File: config.mk
export PLATFORM = sky130hd
export DESIGN_NAME = seq_divider_flat
export DESIGN_NICKNAME = d
export VERILOG_FILES = /design/src/rtl/seq_divider_if.sv /design/src/rtl/seq_divider.sv /design/src/flat_wrapper.sv
export SDC_FILE = /design/constraint.sdc
export NUM_CORES = 1
export LEC_CHECK = 0
export BUFFER_PORTS_ARGS = -buffer_cell sky130_fd_sc_hd__buf_4
export CELL_PAD_IN_SITES_DETAIL_PLACEMENT = 2
export CELL_PAD_IN_SITES_GLOBAL_PLACEMENT = 2
export CORE_ASPECT_RATIO = 2
export CORE_MARGIN = 8
export CORE_UTILIZATION = 35
export DETAILED_ROUTE_END_ITERATION = 10
export GPL_ROUTABILITY_DRIVEN = 0
export HOLD_SLACK_MARGIN = 0.1
export PLACE_DENSITY = 0.88
export SLEW_MARGIN = 20
export SYNTH_ARGS = -nofsm -noshare
export SYNTH_HDL_FRONTEND = slang
export SYNTH_SLANG_ARGS = --single-unit
File: constraint.sdc
create_clock -name clk -period 3.5 [get_ports clk]
set_clock_uncertainty 0.15 [all_clocks]
set_input_delay 0.7 -clock clk [delete_from_list [all_inputs] [get_ports clk]]
set_output_delay 0.7 -clock clk [all_outputs]
set_load 0.01 [all_outputs]
File: src/rtl/seq_divider_if.sv
// Handshake and operand/result bundle for seq_divider.
// The master drives start and the operands; the slave (the divider) drives status and results.
interface seq_divider_if #(
  parameter int WIDTH = 32
);
  logic             start;
  logic [WIDTH-1:0] a;
  logic [WIDTH-1:0] b;
  logic             busy;
  logic             done;
  logic [WIDTH-1:0] q;
  logic [WIDTH-1:0] r;
  logic             div_by_zero;

  modport master (output start, a, b, input busy, done, q, r, div_by_zero);
  modport slave  (input start, a, b, output busy, done, q, r, div_by_zero);
endinterface

File: src/rtl/seq_divider.sv
// Restoring shift-subtract divider producing one quotient bit per clock.
// Define SEQ_DIV_SIGNED_EN for two's-complement operands; the default build is unsigned only.
module seq_divider #(
  parameter int WIDTH = 32
) (
  input  logic          clk,
  input  logic          rst_n,
  seq_divider_if.slave  bus
);
  localparam int CW = (WIDTH > 1) ? $clog2(WIDTH) : 1;

  typedef enum logic [1:0] {IDLE, CALC, DONE} state_t;

  state_t           state_reg, state_next;
  logic [WIDTH-1:0] dvd_reg, dvs_reg, p_reg, q_reg, r_reg;
  logic [CW-1:0]    cnt_reg;
  logic             dbz_reg;
  logic             accept;

  logic [WIDTH:0]   p_shift, p_diff;
  logic             qbit;
  logic [WIDTH-1:0] p_new, q_new;
  logic [WIDTH-1:0] a_mag, b_mag, q_fin, r_fin;

  assign accept = (state_reg == IDLE) && bus.start;

  // One restoring step; the extra subtractor bit keeps the borrow out of the top remainder bit.
  always_comb begin
    p_shift = {p_reg, dvd_reg[WIDTH-1]};
    p_diff  = p_shift - {1'b0, dvs_reg};
    qbit    = ~p_diff[WIDTH];
    p_new   = qbit ? p_diff[WIDTH-1:0] : p_shift[WIDTH-1:0];
    q_new   = {dvd_reg[WIDTH-2:0], qbit};
  end

`ifdef SEQ_DIV_SIGNED_EN
  logic qneg_reg, rneg_reg;

  assign a_mag = bus.a[WIDTH-1] ? (~bus.a + 1'b1) : bus.a;
  assign b_mag = bus.b[WIDTH-1] ? (~bus.b + 1'b1) : bus.b;
  assign q_fin = qneg_reg ? (~q_new + 1'b1) : q_new;
  assign r_fin = rneg_reg ? (~p_new + 1'b1) : p_new;

  always_ff @(posedge clk or negedge rst_n) begin
    if (!rst_n) begin
      qneg_reg <= 1'b0;
      rneg_reg <= 1'b0;
    end else if (accept) begin
      qneg_reg <= bus.a[WIDTH-1] ^ bus.b[WIDTH-1];
      rneg_reg <= bus.a[WIDTH-1];
    end
  end
`else
  assign a_mag = bus.a;
  assign b_mag = bus.b;
  assign q_fin = q_new;
  assign r_fin = p_new;
`endif

  always_ff @(posedge clk or negedge rst_n) begin
    if (!rst_n) state_reg <= IDLE;
    else        state_reg <= state_next;
  end

  always_comb begin
    state_next = state_reg;
    case (state_reg)
      IDLE:    if (bus.start) state_next = (bus.b == '0) ? DONE : CALC;
      CALC:    if (cnt_reg == '0) state_next = DONE;
      DONE:    state_next = IDLE;
      default: state_next = IDLE;
    endcase
  end

  always_comb begin
    bus.busy = (state_reg == CALC);
    bus.done = (state_reg == DONE);
  end

  // The dividend register doubles as the quotient accumulator as bits shift out of it.
  always_ff @(posedge clk or negedge rst_n) begin
    if (!rst_n) begin
      dvd_reg <= '0;
      dvs_reg <= '0;
      p_reg   <= '0;
      cnt_reg <= '0;
      q_reg   <= '0;
      r_reg   <= '0;
      dbz_reg <= 1'b0;
    end else if (accept) begin
      dvd_reg <= a_mag;
      dvs_reg <= b_mag;
      p_reg   <= '0;
      cnt_reg <= CW'(WIDTH - 1);
      dbz_reg <= (bus.b == '0);
      if (bus.b == '0) begin
        q_reg <= '1;
        r_reg <= bus.a;
      end
    end else if (state_reg == CALC) begin
      p_reg   <= p_new;
      dvd_reg <= q_new;
      cnt_reg <= cnt_reg - 1'b1;
      if (cnt_reg == '0) begin
        q_reg <= q_fin;
        r_reg <= r_fin;
      end
    end
  end

  assign bus.q           = q_reg;
  assign bus.r           = r_reg;
  assign bus.div_by_zero = dbz_reg;
endmodule

File: src/flat_wrapper.sv
// flat-port wrapper written by rule: the top's interface ports become plain ports
module seq_divider_flat 
#(
  parameter int WIDTH = 32
)
  (clk, rst_n, bus_start, bus_a, bus_b, bus_busy, bus_done, bus_q, bus_r, bus_div_by_zero);
  seq_divider_if #(.WIDTH(WIDTH)) bus_i ();
  input  logic clk;
  input  logic rst_n;
  input wire logic [$bits(bus_i.start)-1:0] bus_start;
  input wire logic [$bits(bus_i.a)-1:0] bus_a;
  input wire logic [$bits(bus_i.b)-1:0] bus_b;
  output wire logic [$bits(bus_i.busy)-1:0] bus_busy;
  output wire logic [$bits(bus_i.done)-1:0] bus_done;
  output wire logic [$bits(bus_i.q)-1:0] bus_q;
  output wire logic [$bits(bus_i.r)-1:0] bus_r;
  output wire logic [$bits(bus_i.div_by_zero)-1:0] bus_div_by_zero;
  assign bus_i.start = bus_start;
  assign bus_i.a = bus_a;
  assign bus_i.b = bus_b;
  assign bus_busy = bus_i.busy;
  assign bus_done = bus_i.done;
  assign bus_q = bus_i.q;
  assign bus_r = bus_i.r;
  assign bus_div_by_zero = bus_i.div_by_zero;
  seq_divider #(.WIDTH(WIDTH)) u_core (.clk(clk), .rst_n(rst_n), .bus(bus_i));
endmodule
==> results.sh <==
export IMPL_cts_buffer_depth=2
export IMPL_fin_cells=1664
export IMPL_cp_arrival_ns=4.20
export IMPL_die_w_um=134
export IMPL_gr_total_overflow=0
export IMPL_dp_cells=1605
export IMPL_finalHoldViolations=0
export IMPL_ys_ff_latch=168
export IMPL_die_area_sq_um=33800
export IMPL_grt_met2_usage_pct=53.2
export IMPL_synth_ff_type="dfrtp_1"
export IMPL_cpMaxStageDelayCell="o21ai_0"
export IMPL_grt_max_degree=82
export IMPL_nets=1400
export IMPL_rsz0062_at_grt="yes"
export IMPL_setup_viol=51
export IMPL_io_buffers=133
export IMPL_cap_violations=0
export IMPL_top_level_ports=134
export IMPL_antenna_found_initial=2
export IMPL_clock_sinks=168
export IMPL_worstHoldPathType="in2reg"
export IMPL_vias_per_cell=6.89
export IMPL_end_kind="flip-flop"
export IMPL_cp_max_fo=5
export IMPL_outcome="finished, violations left"
export IMPL_cp_depth=13
export IMPL_cts_max_level=4
export IMPL_syn_cell_area_sq_um=9770
export IMPL_synth_edf_count=0
export IMPL_rows=86
export IMPL_hold_depth=3
export IMPL_finalMaxSlewViolations=0
export IMPL_routedWlPerCell_um=35.3
export IMPL_period_minus_slack_ns=4.03
export IMPL_numCtsBuffers=17
export IMPL_worstPathRequired_ns=3.66
export IMPL_cp_top_family="compound AO/OA/AOI/OAI gates"
export IMPL_core_area_sq_um=27500
export IMPL_yosysWarnings=0
export IMPL_cts_tree="yes"
export IMPL_hold_slack_ns=0.288
export IMPL_grt_pass1_wl_mm=77.6
export IMPL_use_met1_pct=31.0
export IMPL_dieHeight_um=252
export IMPL_syn_to_final_growth_pct=29.8
export IMPL_yosysSeqAreaShare_pct=43.0
export IMPL_drt_first_pass_iters=6
export IMPL_drive_gt1_share_pct=24.3
export IMPL_antenna_left=0
export IMPL_clk_latency_ns=0.48
export IMPL_violations="negative setup slack"
export IMPL_dr_first_iter_drc_count=1119
export IMPL_dpl_hpwl_mm=30.7
export IMPL_max_freq_mhz=248
export IMPL_reg2reg_depth=13
export IMPL_place_ws_ns=-0.220
export IMPL_crit_buf_inv=3
export IMPL_grt_pass1_vias=12200
export IMPL_cts_root_buf="clkbuf_16"
export IMPL_synth_cell_type_count=64
export IMPL_cp_cell_sequence="inv_2 > ha_4 > inv_4 > fa_2 > a211oi_2 > o21a_2 > buf_6 > a211oi_1 > o21ai_0 > nand3_1 > a22oi_1 > a2111oi_2 > o21ai_1"
export IMPL_max_stage_delay_ns=0.52
export IMPL_synthArstFlopShare_pct=100
export IMPL_start_util_pct=35.5
export IMPL_setup_ws_ns=-0.534
export IMPL_grt_use_total_pct=30.1
export IMPL_busiest_layer="met2"
export IMPL_clkTransAtPathRegs_ns=0.08
export IMPL_syn_area_per_cell_sq_um=8.52
export IMPL_drt_wl_total_mm=58.8
export IMPL_path_class="reg2reg"
export IMPL_slew_headroom_pct=25.2
export IMPL_vias=11500
export IMPL_cp_start_kind="flip-flop"
export IMPL_drcViolationCount=0
export IMPL_synth_cells=1146
export IMPL_period_share_pct=115
export IMPL_synth_net_count=1248
export IMPL_tightest_slew_ns=1.11
export IMPL_use_met3_pct=6.75
==> synth_stat cells, drive strengths merged (3+ instances only) <==
master     n  share of area, %
nor2      39               1.5
o22ai      4              0.26
nand2    174               6.7
a21boi     3              0.23
or3       26               1.7
xnor2     16               1.4
a21oi     99               5.1
xor2       9              0.81
buf       12              0.60
inv       48               1.8
a211oi    10              0.82
nand3     40               2.0
and3      12              0.77
o31ai      7              0.59
a221oi    13               1.2
and2       8              0.54
nor4      10              0.64
clkbuf    62               2.4
o211ai    11              0.85
o21ai    149               7.7
nor3      14              0.72
o21a       8              0.63
o32ai      3              0.27
ha        34               4.4
a2111oi   11              0.99
nand4      6              0.38
dfrtp    168                43
o21bai     3              0.35
a31oi     19               1.2
nor2b     36               2.3
mux2i     17               1.7
a21o       9              0.69
a22oi     32               2.5
a32oi      9              0.81
==> metrics by stage <==
stage | setup TNS (ns) | cell area, sq um | util (%)
2_1_floorplan | 0 | 9770 | -
3_3_place_gp | 0 | 11300 | 41.1
3_5_place_dp | -3.80 | 11300 | 41.1
4_1_cts | 0 | 12100 | 44.0
5_1_grt | -5.74 | 12700 | 46.0
6_report | -4.50 | 12700 | 46.0
==> cell usage in the layout (no fill, tap or decap), types with 6 or more instances in the layout <==
cell	n
or3_1	25
a21oi_1	93
ha_2	10
nor2b_1	34
a21o_1	9
clkbuf_16	18
a22oi_1	32
nand3_1	40
a2111oi_2	8
dfrtp_1	165
nor2_1	38
a32oi_1	9
mux2i_1	7
inv_1	45
o21ai_0	129
nand4_1	6
nor4_1	10
o21ai_1	15
o31ai_1	6
xnor2_1	16
buf_4	195
o21a_1	7
nand2_1	173
buf_12	6
mux2i_4	8
nor3_1	13
a221oi_1	12
and3_1	9
a31oi_1	17
ha_1	20
xor2_1	9
o211ai_1	11
==> timing repair <==
item / in CTS / in global routing
cloned: 0 / 2
pin swaps: 3 / 22
hold endpoints to repair: 16 / 0
endpoints found under the setup margin: 65 / 64
hold buffers: 1 / 0
resized for setup: 36 / 86
buffers inserted: 4 / 19
==> worst register-to-register path, cell delays in order (launching register included) <==
cell	delay [ns]
dfrtp_1	0.42
inv_2	0.13
ha_4	0.20
inv_4	0.04
fa_2	0.38
a211oi_2	0.22
o21a_2	0.20
buf_6	0.14
a211oi_1	0.10
o21ai_0	0.53
nand3_1	0.36
a22oi_1	0.47
a2111oi_2	0.10
o21ai_1	0.44
==> layout make-up <==
class | count | area [sq um]
Clock inverter | 13 | 194
Antenna cell | 1 | 2.50
Timing Repair Buffer | 206 | 1650
Tap cell | 352 | 440
Fill cell | 3006 | 14900
Sequential cell | 168 | 4210
Inverter | 50 | 190
Multi-Input combinational cell | 855 | 5550
Clock buffer | 19 | 433
==> final timing paths <==
| kind | from | end | slack (ns) |
|---|---|---|---|
| min in group asynchronous | rst_n | u_core.p_reg[4] | 0.61 |
| max | u_core.dvd_reg[31] | u_core.bus.r[10] | -0.53 |
| max in group asynchronous | rst_n | u_core.dvs_reg[24] | 1.72 |
| min | bus_b[12] | u_core.dvs_reg[12] | 0.29 |
| min reg2reg | u_core.bus.div_by_zero | u_core.bus.div_by_zero | 0.36 |
| max reg2reg | u_core.dvd_reg[31] | u_core.bus.r[10] | -0.53 |
==> per-layer routing <==
layer	part of all wire [%]	up-vias
met5	0	-
met4	9.2	0
met3	8.4	382
met2	49	905
met1	34	5753
li1	-	4428
==> kinds of logic (layout without fill, tap and decap cells) <==
group	Yosys count	after routing	share of synthesized area, %
flops	168	168	43.0
fa+ha+maj	35	35	4.56
xor+xnor	25	25	2.24
simple gates	373	373	17.9
compound gates	404	405	25.6
mux	17	17	1.74
buf+inv	124	288	4.91
other cells	0	1	0
Power is not shown: default switching activity piles up to over one toggle a cycle in this logic, so the estimate is an artifact.
